## src/rtl/video_pkg.sv

```systemverilog
// Shared video constants and the frame-fetch FSM state type.
// Latency: n/a (declarations only).
// Backpressure: n/a.
package video_pkg;

  localparam int H_ACTIVE   = 1280;
  localparam int V_ACTIVE   = 720;
  localparam int PIXEL_BITS = 16;
  localparam int CHUNK_BITS = 128;
  // One RGB565 frame split into 128-bit chunks (115200).
  localparam int CHUNKS_PER_FRAME = H_ACTIVE * V_ACTIVE * PIXEL_BITS / CHUNK_BITS;

  typedef enum logic [1:0] {
    IDLE  = 2'd0,
    ISSUE = 2'd1,
    FLUSH = 2'd2
  } fetch_state_t;

endpackage

```

## src/rtl/fetch_resp_buffer.sv

```systemverilog
// Synchronous first-word-fall-through FIFO holding returned DRAM read beats.
// Latency: a write is visible on o_rd_vld/o_rd_dat the cycle after i_wr_vld.
// Backpressure: writes while full are ignored (the caller flags them); reads pop on o_rd_vld && i_rd_rdy.
// Ports: i_clk/i_rst_n clock and async active-low reset; i_wr_vld/i_wr_dat write side;
//        o_rd_vld/i_rd_rdy/o_rd_dat read side; o_full/o_empty/o_count occupancy.
module fetch_resp_buffer #(
  parameter int DEPTH = 8,
  parameter int WIDTH = 128,
  localparam int PTR_W = (DEPTH > 1) ? $clog2(DEPTH) : 1,
  localparam int CNT_W = $clog2(DEPTH + 1)
) (
  input  logic             i_clk,
  input  logic             i_rst_n,
  input  logic             i_wr_vld,
  input  logic [WIDTH-1:0] i_wr_dat,
  output logic             o_rd_vld,
  input  logic             i_rd_rdy,
  output logic [WIDTH-1:0] o_rd_dat,
  output logic             o_full,
  output logic             o_empty,
  output logic [CNT_W-1:0] o_count
);

  logic [WIDTH-1:0] r_mem [DEPTH];
  logic [PTR_W-1:0] r_wr_ptr, r_rd_ptr;
  logic [CNT_W-1:0] r_count;
  logic             w_wr, w_rd;

  assign o_full   = (r_count == CNT_W'(DEPTH));
  assign o_empty  = (r_count == '0);
  assign o_count  = r_count;
  assign o_rd_vld = !o_empty;
  assign o_rd_dat = r_mem[r_rd_ptr];
  assign w_wr     = i_wr_vld && !o_full;
  assign w_rd     = o_rd_vld && i_rd_rdy;

  always_ff @(posedge i_clk) begin
    if (w_wr) r_mem[r_wr_ptr] <= i_wr_dat;
  end

  always_ff @(posedge i_clk or negedge i_rst_n) begin
    if (!i_rst_n) begin
      r_wr_ptr <= '0;
      r_rd_ptr <= '0;
      r_count  <= '0;
    end else begin
      if (w_wr) r_wr_ptr <= (r_wr_ptr == PTR_W'(DEPTH - 1)) ? '0 : r_wr_ptr + PTR_W'(1);
      if (w_rd) r_rd_ptr <= (r_rd_ptr == PTR_W'(DEPTH - 1)) ? '0 : r_rd_ptr + PTR_W'(1);
      r_count <= r_count + CNT_W'(w_wr) - CNT_W'(w_rd);
    end
  end

endmodule

```

## src/rtl/video_frame_fetcher.sv

```systemverilog
// Walks one frame as 128-bit chunks, issues a DRAM read per chunk and streams the returned data out on AXIS.
// Latency: cmd_valid one cycle after entering ISSUE; rd_valid beat -> AXIS tvalid next cycle.
// Backpressure: credit limit MAX_OUTSTANDING plus registered FIFO almost-full gate command issue; read data is never stalled.
// Ports: clk_dram_ctrl/rst_dram_ctrl_n clock and async active-low reset; enable run level;
//        cmd_* read-command handshake; rd_* returned data (no ready); fifo_sender_axis_* output stream and af;
//        frame_done/busy/err_overflow status.
// Build option VIDEO_FETCH_DOUBLE_BUFFER_EN adds base_addr_a/base_addr_b/frame_sel; otherwise BASE_ADDR is the frame base.
module video_frame_fetcher #(
  parameter int                    ADDR_WIDTH       = 27,
  parameter int                    ADDR_STEP        = 8,
  parameter int                    CHUNKS_PER_FRAME = video_pkg::CHUNKS_PER_FRAME,
  parameter int                    MAX_OUTSTANDING  = 8,
  parameter logic [ADDR_WIDTH-1:0] BASE_ADDR        = '0
) (
  input  logic                  clk_dram_ctrl,
  input  logic                  rst_dram_ctrl_n,
  input  logic                  enable,
`ifdef VIDEO_FETCH_DOUBLE_BUFFER_EN
  input  logic [ADDR_WIDTH-1:0] base_addr_a,
  input  logic [ADDR_WIDTH-1:0] base_addr_b,
  input  logic                  frame_sel,
`endif
  output logic                  cmd_valid,
  input  logic                  cmd_ready,
  output logic [ADDR_WIDTH-1:0] cmd_addr,
  input  logic                  rd_valid,
  input  logic [127:0]          rd_data,
  output logic                  fifo_sender_axis_tvalid,
  input  logic                  fifo_sender_axis_tready,
  output logic [127:0]          fifo_sender_axis_tdata,
  output logic                  fifo_sender_axis_tlast,
  input  logic                  fifo_sender_axis_af,
  output logic                  frame_done,
  output logic                  busy,
  output logic                  err_overflow
);

  import video_pkg::*;

  localparam int                IDX_W    = (CHUNKS_PER_FRAME > 1) ? $clog2(CHUNKS_PER_FRAME) : 1;
  localparam int                CRD_W    = $clog2(MAX_OUTSTANDING + 1);
  localparam logic [IDX_W-1:0]  LAST_IDX = IDX_W'(CHUNKS_PER_FRAME - 1);
  localparam logic [CRD_W-1:0]  CRD_MAX  = CRD_W'(MAX_OUTSTANDING);

  fetch_state_t          r_state, w_state_nxt;
  logic                  r_af_q, r_cmd_valid, r_frame_done, r_err_overflow, w_busy;
  logic [ADDR_WIDTH-1:0] r_cmd_addr, r_frame_base, w_base_sel, w_base;
  logic [IDX_W-1:0]      r_issue_idx, w_issue_idx_nxt, r_out_idx;
  logic [CRD_W-1:0]      r_credits, w_credits_nxt, w_buf_cnt;
  logic                  w_cmd_fire, w_axis_fire, w_cmd_load, w_buf_wr, w_buf_full, w_buf_empty, w_tlast;

`ifdef VIDEO_FETCH_DOUBLE_BUFFER_EN
  assign w_base_sel = frame_sel ? base_addr_b : base_addr_a;
`else
  assign w_base_sel = BASE_ADDR;
`endif

  assign w_cmd_fire      = r_cmd_valid && cmd_ready;
  assign w_axis_fire     = fifo_sender_axis_tvalid && fifo_sender_axis_tready;
  assign w_issue_idx_nxt = !w_cmd_fire ? r_issue_idx :
                           (r_issue_idx == LAST_IDX) ? '0 : r_issue_idx + IDX_W'(1);
  assign w_credits_nxt   = r_credits + CRD_W'(w_cmd_fire) - CRD_W'(w_axis_fire);
  // The base is only resampled for chunk 0, so a frame never mixes two bases.
  assign w_base          = (w_issue_idx_nxt == '0) ? w_base_sel : r_frame_base;

  // A new command is loaded only when the slot is free (or being accepted now), credits
  // stay in range counting this cycle's traffic, and we are not at a frame boundary with
  // enable low (that boundary is where the FSM leaves ISSUE).
  assign w_cmd_load = (r_state == ISSUE) && (!r_cmd_valid || cmd_ready) &&
                      (w_credits_nxt < CRD_MAX) && !r_af_q &&
                      !(!enable && (w_issue_idx_nxt == '0));

  // A beat is only legitimate if some accepted command is still unreturned; with no
  // credits this reduces to credits==0.
  assign w_buf_wr = rd_valid && !w_buf_full && (w_buf_cnt < r_credits);

  always_comb begin
    w_state_nxt = r_state;
    w_busy      = (r_state != IDLE);
    case (r_state)
      IDLE:    if (enable) w_state_nxt = ISSUE;
      ISSUE:   if (!enable && (r_issue_idx == '0) && !r_cmd_valid) w_state_nxt = FLUSH;
      FLUSH: begin
        if (enable)                w_state_nxt = ISSUE;
        else if (r_credits == '0)  w_state_nxt = IDLE;
      end
      default: w_state_nxt = IDLE;
    endcase
  end

  always_ff @(posedge clk_dram_ctrl or negedge rst_dram_ctrl_n) begin
    if (!rst_dram_ctrl_n) begin
      r_state        <= IDLE;
      r_af_q         <= 1'b0;
      r_cmd_valid    <= 1'b0;
      r_cmd_addr     <= '0;
      r_frame_base   <= BASE_ADDR;
      r_issue_idx    <= '0;
      r_out_idx      <= '0;
      r_credits      <= '0;
      r_frame_done   <= 1'b0;
      r_err_overflow <= 1'b0;
    end else begin
      r_state      <= w_state_nxt;
      r_af_q       <= fifo_sender_axis_af;
      r_issue_idx  <= w_issue_idx_nxt;
      r_credits    <= w_credits_nxt;
      r_frame_done <= w_axis_fire && w_tlast;
      if (rd_valid && !w_buf_wr) r_err_overflow <= 1'b1;
      if (w_axis_fire) r_out_idx <= (r_out_idx == LAST_IDX) ? '0 : r_out_idx + IDX_W'(1);
      if (w_cmd_load) begin
        r_cmd_valid  <= 1'b1;
        r_cmd_addr   <= w_base + ADDR_WIDTH'(w_issue_idx_nxt) * ADDR_WIDTH'(ADDR_STEP);
        r_frame_base <= w_base;
      end else if (w_cmd_fire) begin
        r_cmd_valid  <= 1'b0;
      end
    end
  end

  fetch_resp_buffer #(
    .DEPTH (MAX_OUTSTANDING),
    .WIDTH (128)
  ) u_resp_buf (
    .i_clk    (clk_dram_ctrl),
    .i_rst_n  (rst_dram_ctrl_n),
    .i_wr_vld (w_buf_wr),
    .i_wr_dat (rd_data),
    .o_rd_vld (fifo_sender_axis_tvalid),
    .i_rd_rdy (fifo_sender_axis_tready),
    .o_rd_dat (fifo_sender_axis_tdata),
    .o_full   (w_buf_full),
    .o_empty  (w_buf_empty),
    .o_count  (w_buf_cnt)
  );

  assign w_tlast                = !w_buf_empty && (r_out_idx == LAST_IDX);
  assign fifo_sender_axis_tlast = w_tlast;
  assign cmd_valid              = r_cmd_valid;
  assign cmd_addr               = r_cmd_addr;
  assign frame_done             = r_frame_done;
  assign busy                   = w_busy;
  assign err_overflow           = r_err_overflow;

endmodule

```

## config.mk

```make
export PLATFORM = sky130hd
export DESIGN_NAME = video_frame_fetcher
export DESIGN_NICKNAME = d
export VERILOG_FILES = /design/src/rtl/video_pkg.sv /design/src/rtl/fetch_resp_buffer.sv /design/src/rtl/video_frame_fetcher.sv
export SDC_FILE = /design/constraint.sdc
export NUM_CORES = 1
export LEC_CHECK = 0
export CELL_PAD_IN_SITES_DETAIL_PLACEMENT = 0
export CELL_PAD_IN_SITES_GLOBAL_PLACEMENT = 1
export CORE_MARGIN = 4
export CORE_UTILIZATION = 55
export CTS_BUF_LIST = sky130_fd_sc_hd__clkbuf_8 sky130_fd_sc_hd__clkbuf_16
export CTS_CLUSTER_DIAMETER = 120
export CTS_CLUSTER_SIZE = 8
export DETAILED_ROUTE_END_ITERATION = 8
export PLACE_DENSITY = 0.83
export SKIP_LAST_GASP = 1
export SYNTH_ARGS = -nofsm -noshare
export SYNTH_HDL_FRONTEND = slang
export SYNTH_SLANG_ARGS = --single-unit
```

## constraint.sdc

```tcl
create_clock -name clk_dram_ctrl -period 35 [get_ports clk_dram_ctrl]
set_input_delay 3.5 -clock clk_dram_ctrl [delete_from_list [all_inputs] [get_ports clk_dram_ctrl]]
set_output_delay 3.5 -clock clk_dram_ctrl [all_outputs]
set_load 0.05 [all_outputs]
```

Word-level counts from Yosys, hierarchy flattened
Memory sizes are Yosys's and may differ from the RTL's.
Cells that the tools add are included.

word-level totals
  bits in registers = 108
  RAM bits = 1,024
  input bits = 135
  output and inout bits = 161
  word-level logic and storage cells = 81
  memories = 1

cells by class
  add/subtract/negate cells = 9
  order comparisons = 2
  equality and inequality tests = 10
  mux-type cells = 15
  reduce and logical (&&, ||, !) cells = 31

memories
  memory            depth  width  read ports  clocked after Yosys merged registers in  write ports  RTL line                 source
  u_resp_buf.r_mem  8      128    1           0                                        1            fetch_resp_buffer.sv:24  logic [WIDTH-1:0] r_mem [DEPTH];

operators by type and width
  cell                                                                    number
  17-bit 2-to-1 mux                                                       3
  17-bit by 1-bit adder with 17-bit output (second input constant)        2
  17-bit equality test (second input constant)                            2
  17-bit logical NOT                                                      2
  27-bit by 20-bit adder with 27-bit output                               1
  27-bit 2-to-1 mux                                                       1
  1-bit logical AND                                                       15
  4-bit by 1-bit adder with 4-bit output                                  2
  4-bit logical NOT                                                       2
  2-bit 2-to-1 mux                                                        4
  4-bit by 1-bit subtractor with 4-bit output                             2
  1-bit logical NOT                                                       7
  3-bit by 1-bit adder with 3-bit output (second input constant)          2
  3-bit equality test (second input constant)                             2
  3-bit 2-to-1 mux                                                        2
  2-bit one-hot mux with 3 select lines                                   1
  4-bit equality test (second input constant)                             1
  4-bit < comparator                                                      1
  4-bit < comparator (second input constant)                              1
  1-bit 2-to-1 mux                                                        4
  2-bit nonzero test                                                      2
  3-bit != test (second input constant)                                   1
  3-bit AND reduction                                                     1
  2-bit by 1-bit equality test with 1-bit output (second input constant)  1
  5 further kinds                                                         5

Logic depth before layout (Yosys ltp)
  depth in word-level cells = 9
  depth in mapped cells = 20
  mapped depth without buffers = 18

By module
A second synthesis with hierarchy kept.

second synthesis, totals
  cell total of the unflattened synthesis = 2,055
  area, all modules = 44,650.3 um^2

by module, submodules not included
  module               times used  cells each  area each (um^2)  sequential area each (um^2)
  fetch_resp_buffer    1           1,541       39,455.3          30,999.7
  video_frame_fetcher  1           514         5,195.0           2,302.2

Worst setup path before layout
OpenSTA, ideal clock, no wires.

  path type = input to register
  start = in rd_valid
  end = mem u_resp_buf.r_mem[6][0] (enable)
  library setup time = 798 ps
  arrival = 13,601 ps
  data required time = 34,202 ps
  setup slack = 20,601 ps
  stages = 4
  buffers on the path = 0
  path through = inv_1 > a2111oi_2 > nand2_1 > nor3b_1

on the way
  longest elaborated chain between the ends = 5

ends and longest elaborated chain
  element                                 RTL line                   source
  start: declaration                      video_frame_fetcher.sv:26  input logic rd_valid,
  1-bit logical AND (2 in a row)          video_frame_fetcher.sv:75  assign w_buf_wr = rd_valid && !w_buf_full && (w_buf_cnt < r_credits);
  1-bit logical AND                       fetch_resp_buffer.sv:34    assign w_wr = i_wr_vld && !o_full;
  net u_resp_buf.w_wr                     fetch_resp_buffer.sv:27    logic w_wr, w_rd;
  1-bit 2-to-1 mux                        fetch_resp_buffer.sv:38    if (w_wr) r_mem[r_wr_ptr] <= i_wr_dat;
  1-bit 2-to-1 mux (not written as such)  fetch_resp_buffer.sv:38
  end: declaration                        fetch_resp_buffer.sv:24

The timed path passes the listed nets, and every way through them passes these cells.

Final worst setup path
  start = reg u_resp_buf.r_rd_ptr[0]
  end = out fifo_sender_axis_tdata[65]

on the way
  longest elaborated chain between the ends = 1

ends and longest elaborated chain
  element                   RTL line                   source
  start: declaration        fetch_resp_buffer.sv:25    logic [PTR_W-1:0] r_wr_ptr, r_rd_ptr;
  start signal: assignment  fetch_resp_buffer.sv:48    if (w_rd) r_rd_ptr <= (r_rd_ptr == PTR_W'(DEPTH - 1)) ? '0 : r_rd_ptr + PTR_W'(1);
  memory read 8 x 128 bit   -
  end: declaration          video_frame_fetcher.sv:30  output logic [127:0] fifo_sender_axis_tdata,

No other way between the ends.

==> impl_metrics.ini <==
[outcome]
status = completed

[critical_path]
path_class = reg -> out
path_cells = buf_4 -> buf_4 -> mux4_2 -> mux2_2 -> clkdlybuf4s50_1
end_kind = primary output
cp_max_fo = 38
r2r_start = r_issue_idx[1]
critPathRequiredTime_ns = 31.50
arrival_ns = 4.65
rrSetupSlack_ns = 29.72
worst_path_most_repeated_cell = buf_4
reg2reg_to = cmd_addr[24]
setup.worst_path.start = u_resp_buf.r_rd_ptr[0]
crit_end = fifo_sender_axis_tdata[65]
critPathLaunchType = register
cp_slowest_cell = dfrtp_4
critPathMaxStageDelay_ns = 0.79
r2r_cells = 16

[clock_network]
postCtsSetupBuffers = 0
path_clk_slew_ns = 0.05
hold_buffers = 0
htreeDepth = 4
numCtsBuffers = 158
cts_root_buffer = clkbuf_16
cts_sinks = 1126
tritoncts = yes
ctsResizeCount = 0
cts.path.max_buffers = 3
worstSkewPairLatency_ns = 0.73

[final_layout]
finalNetCount = 2640
area_growth_syn_to_layout_pct = 19.5
drive_gt1_share_pct = 25.6

[route]
drc_errors = 0
dr.pass1.iters = 5
dr.first_iter.drc_count = 1567
viasPerCell = 5.98
drtAntennaViolNets = 0
wl_per_cell_um = 26.2
routed_wl_mm = 93.7
vias = 21360

[sta]
finalSetupTns_ns = 0
skew_ns = 0.0386
tightest_slew_ns = 1.04
finalHoldViolCount = 0
fin_crit_sh_pct = 23.3
max-slew-margin-rel_pct = 30.0
clock.fmax_ghz = 0.123
setup_viol = 0
rsz0062_at_grt = false
period_minus_slack_ns = 8.15
slew_violations = 0

[synthesis]
synth_seq_area_share_pct = 75.3
synth_area_leaders = edfxtp_1, mux4_2, dfrtp_1
synth-async-reset-ratio_pct = 9.06
ys_ff_latch = 1126
synth_top_area_share_pct = 69.5
syn_inst = 2081
synth_area_sq_um = 44200
synth_enable_flop_cells = 1024
yosys.area.top_type = edfxtp_1
synth-main-ff-cell = edfxtp_1
syn_avg_cell_area_sq_um = 21.2
yosysUniqueCellTypes = 68
yosys_warnings = 0

[pwr]
total_power_w = 0.00479
ir_drop_uv = 93.3
p_leak_nw = 17.7
power_density_nw_per_um2 = 90.7

[flow_run]
cap_violations = 0

[placed_design]
io_buffer_count = 292
post-dp-hpwl_mm = 49.4
gp_congestion = 0.812

[die]
rows = 103
dieArea_sq_um = 85000
die_w_um = 292
die_y_um = 292
coreArea_sq_um = 79400
initial_utilization_pct = 55.7
ios = 296

[global_route]
grt_use_total_pct = 22.3
grt_max_degree = 157
grt-ovfl-total = 0
grt_first_pass_wirelength_mm = 144
antenna_found_initial = 16
grt_pass1_vias = 23152

[worst_hold_path]
hold_path_class = reg -> reg
[cells in the mapped netlist (6+ instances only)]
master and n:
a21oi_1 19, and2_1 23, and2_4 20, and3_1 9, buf_1 28, buf_2 7, clkbuf_1 51, dfrtp_1 102
edfxtp_1 1024, ha_1 38, inv_1 37, mux2_2 140, mux4_2 256, nand2_1 47, nand2b_1 7, nand3_1 25
nand4_1 11, nor2_1 40, nor3_1 18, nor4_1 12, o211ai_1 6, o21ai_0 16, or2_2 6, xnor2_1 30
xor2_1 22
[sequential cells by signal (all words and copies together), names as in the netlist, 4 cells and up]
name / count
u_resp_buf.o_count: 4
cmd_addr: 24
u_resp_buf.r_mem: 1024
r_issue_idx: 17
r_out_idx: 17
r_frame_base: 24
r_credits: 4
[cell type report]
| class | count | area [sq um] |
|---|---|---|
| Sequential cell | 1126 | 33300 |
| Clock buffer | 159 | 3980 |
| Fill cell | 5016 | 26500 |
| Timing Repair Buffer | 314 | 3200 |
| Multi-Input combinational cell | 826 | 10400 |
| Antenna cell | 10 | 25.0 |
| Inverter | 38 | 143 |
| Clock inverter | 47 | 455 |
| Tap cell | 1050 | 1310 |
[metal layers]
metal  global-route usage, %  up-vias  wire, um
met5                       0        -       125
met3                    6.21      137      6610
li1                        -     9237         -
met4                    6.28       16      1890
met1                    29.0    11257     37100
met2                    37.6      713     48000
[placed cells by master, fill, tap and decap left out, types with 10 or more instances in the layout]
master / synthesis / routed
xnor2_1: 30 / 30
nand3_1: 25 / 25
nor4_1: 12 / 12
edfxtp_1: 1024 / 1024
nand4_1: 11 / 11
nand2_1: 47 / 47
nor3_1: 18 / 16
inv_1: 37 / 69
o21ai_0: 16 / 16
dfrtp_1: 102 / 99
buf_4: 4 / 14
xor2_1: 22 / 22
and2_1: 23 / 23
ha_1: 38 / 38
and2_4: 20 / 20
a21oi_1: 19 / 19
clkdlybuf4s50_1: 0 / 291
clkbuf_16: 0 / 159
diode_2: 0 / 10
mux2_2: 140 / 140
mux4_2: 256 / 256
nor2_1: 40 / 38
[critical path: cells and delay by family (launching register included)]
family	cells	cell delay [ns]
multiplexers	2	0.89
flip-flops	1	0.79
buffers and inverters	3	2.19
[through the flow]
step / cell area [sq um] / util [%] / worst slack, ns / instances / hold slack, ns
finish: 52900 / 66.6 / 26.85 / 3570 / 0.472
global route: 52800 / 66.6 / 26.48 / 3563 / 0.494
CTS: 52800 / 66.6 / 26.66 / 3560 / 0.474
detailed placement: 48400 / 61.0 / 26.33 / 3354 / 0.463
global placement: 48400 / 61.0 / 26.51 / 3354 / 0.455
floorplan: 44200 / - / 20.60 / 2083 / 0.438
[worst min-delay path by stage]
stage | startpoint | to | slack (ns) | depth (start not counted)
final | r_out_idx[8] | r_out_idx[8] | 0.47 | 1
after floorplan | r_out_idx[6] | r_out_idx[6] | 0.44 | 1
after CTS | r_out_idx[8] | r_out_idx[8] | 0.47 | 1
after global routing | r_out_idx[8] | r_out_idx[8] | 0.49 | 1
after global placement | r_out_idx[8] | r_out_idx[8] | 0.46 | 1
after detailed placement | r_out_idx[8] | r_out_idx[8] | 0.46 | 1
[cells by family (layout without fill, tap and decap cells)]
logic type / count (synthesis) / in the layout / synth area share (%)
adders and majority gates: 41 / 41 / 1.21
other: 1 / 13 / 0.00848
DFF: 1126 / 1126 / 75.3
AOI/OAI and AO/OA: 83 / 83 / 1.36
muxes: 406 / 406 / 16.8
buffers and inverters: 131 / 558 / 1.22
xor gates and xnor gates: 52 / 52 / 1.03
and+or+nand+nor: 241 / 241 / 3.02
[where the power goes]
group / switching [W] / internal (W)
sequential: 0.0000831 / 0.00167
clock: 0.000541 / 0.000811
combinational: 0.00101 / 0.000675
total: 0.00164 / 0.00316
Power figures use the tool's default switching activity.
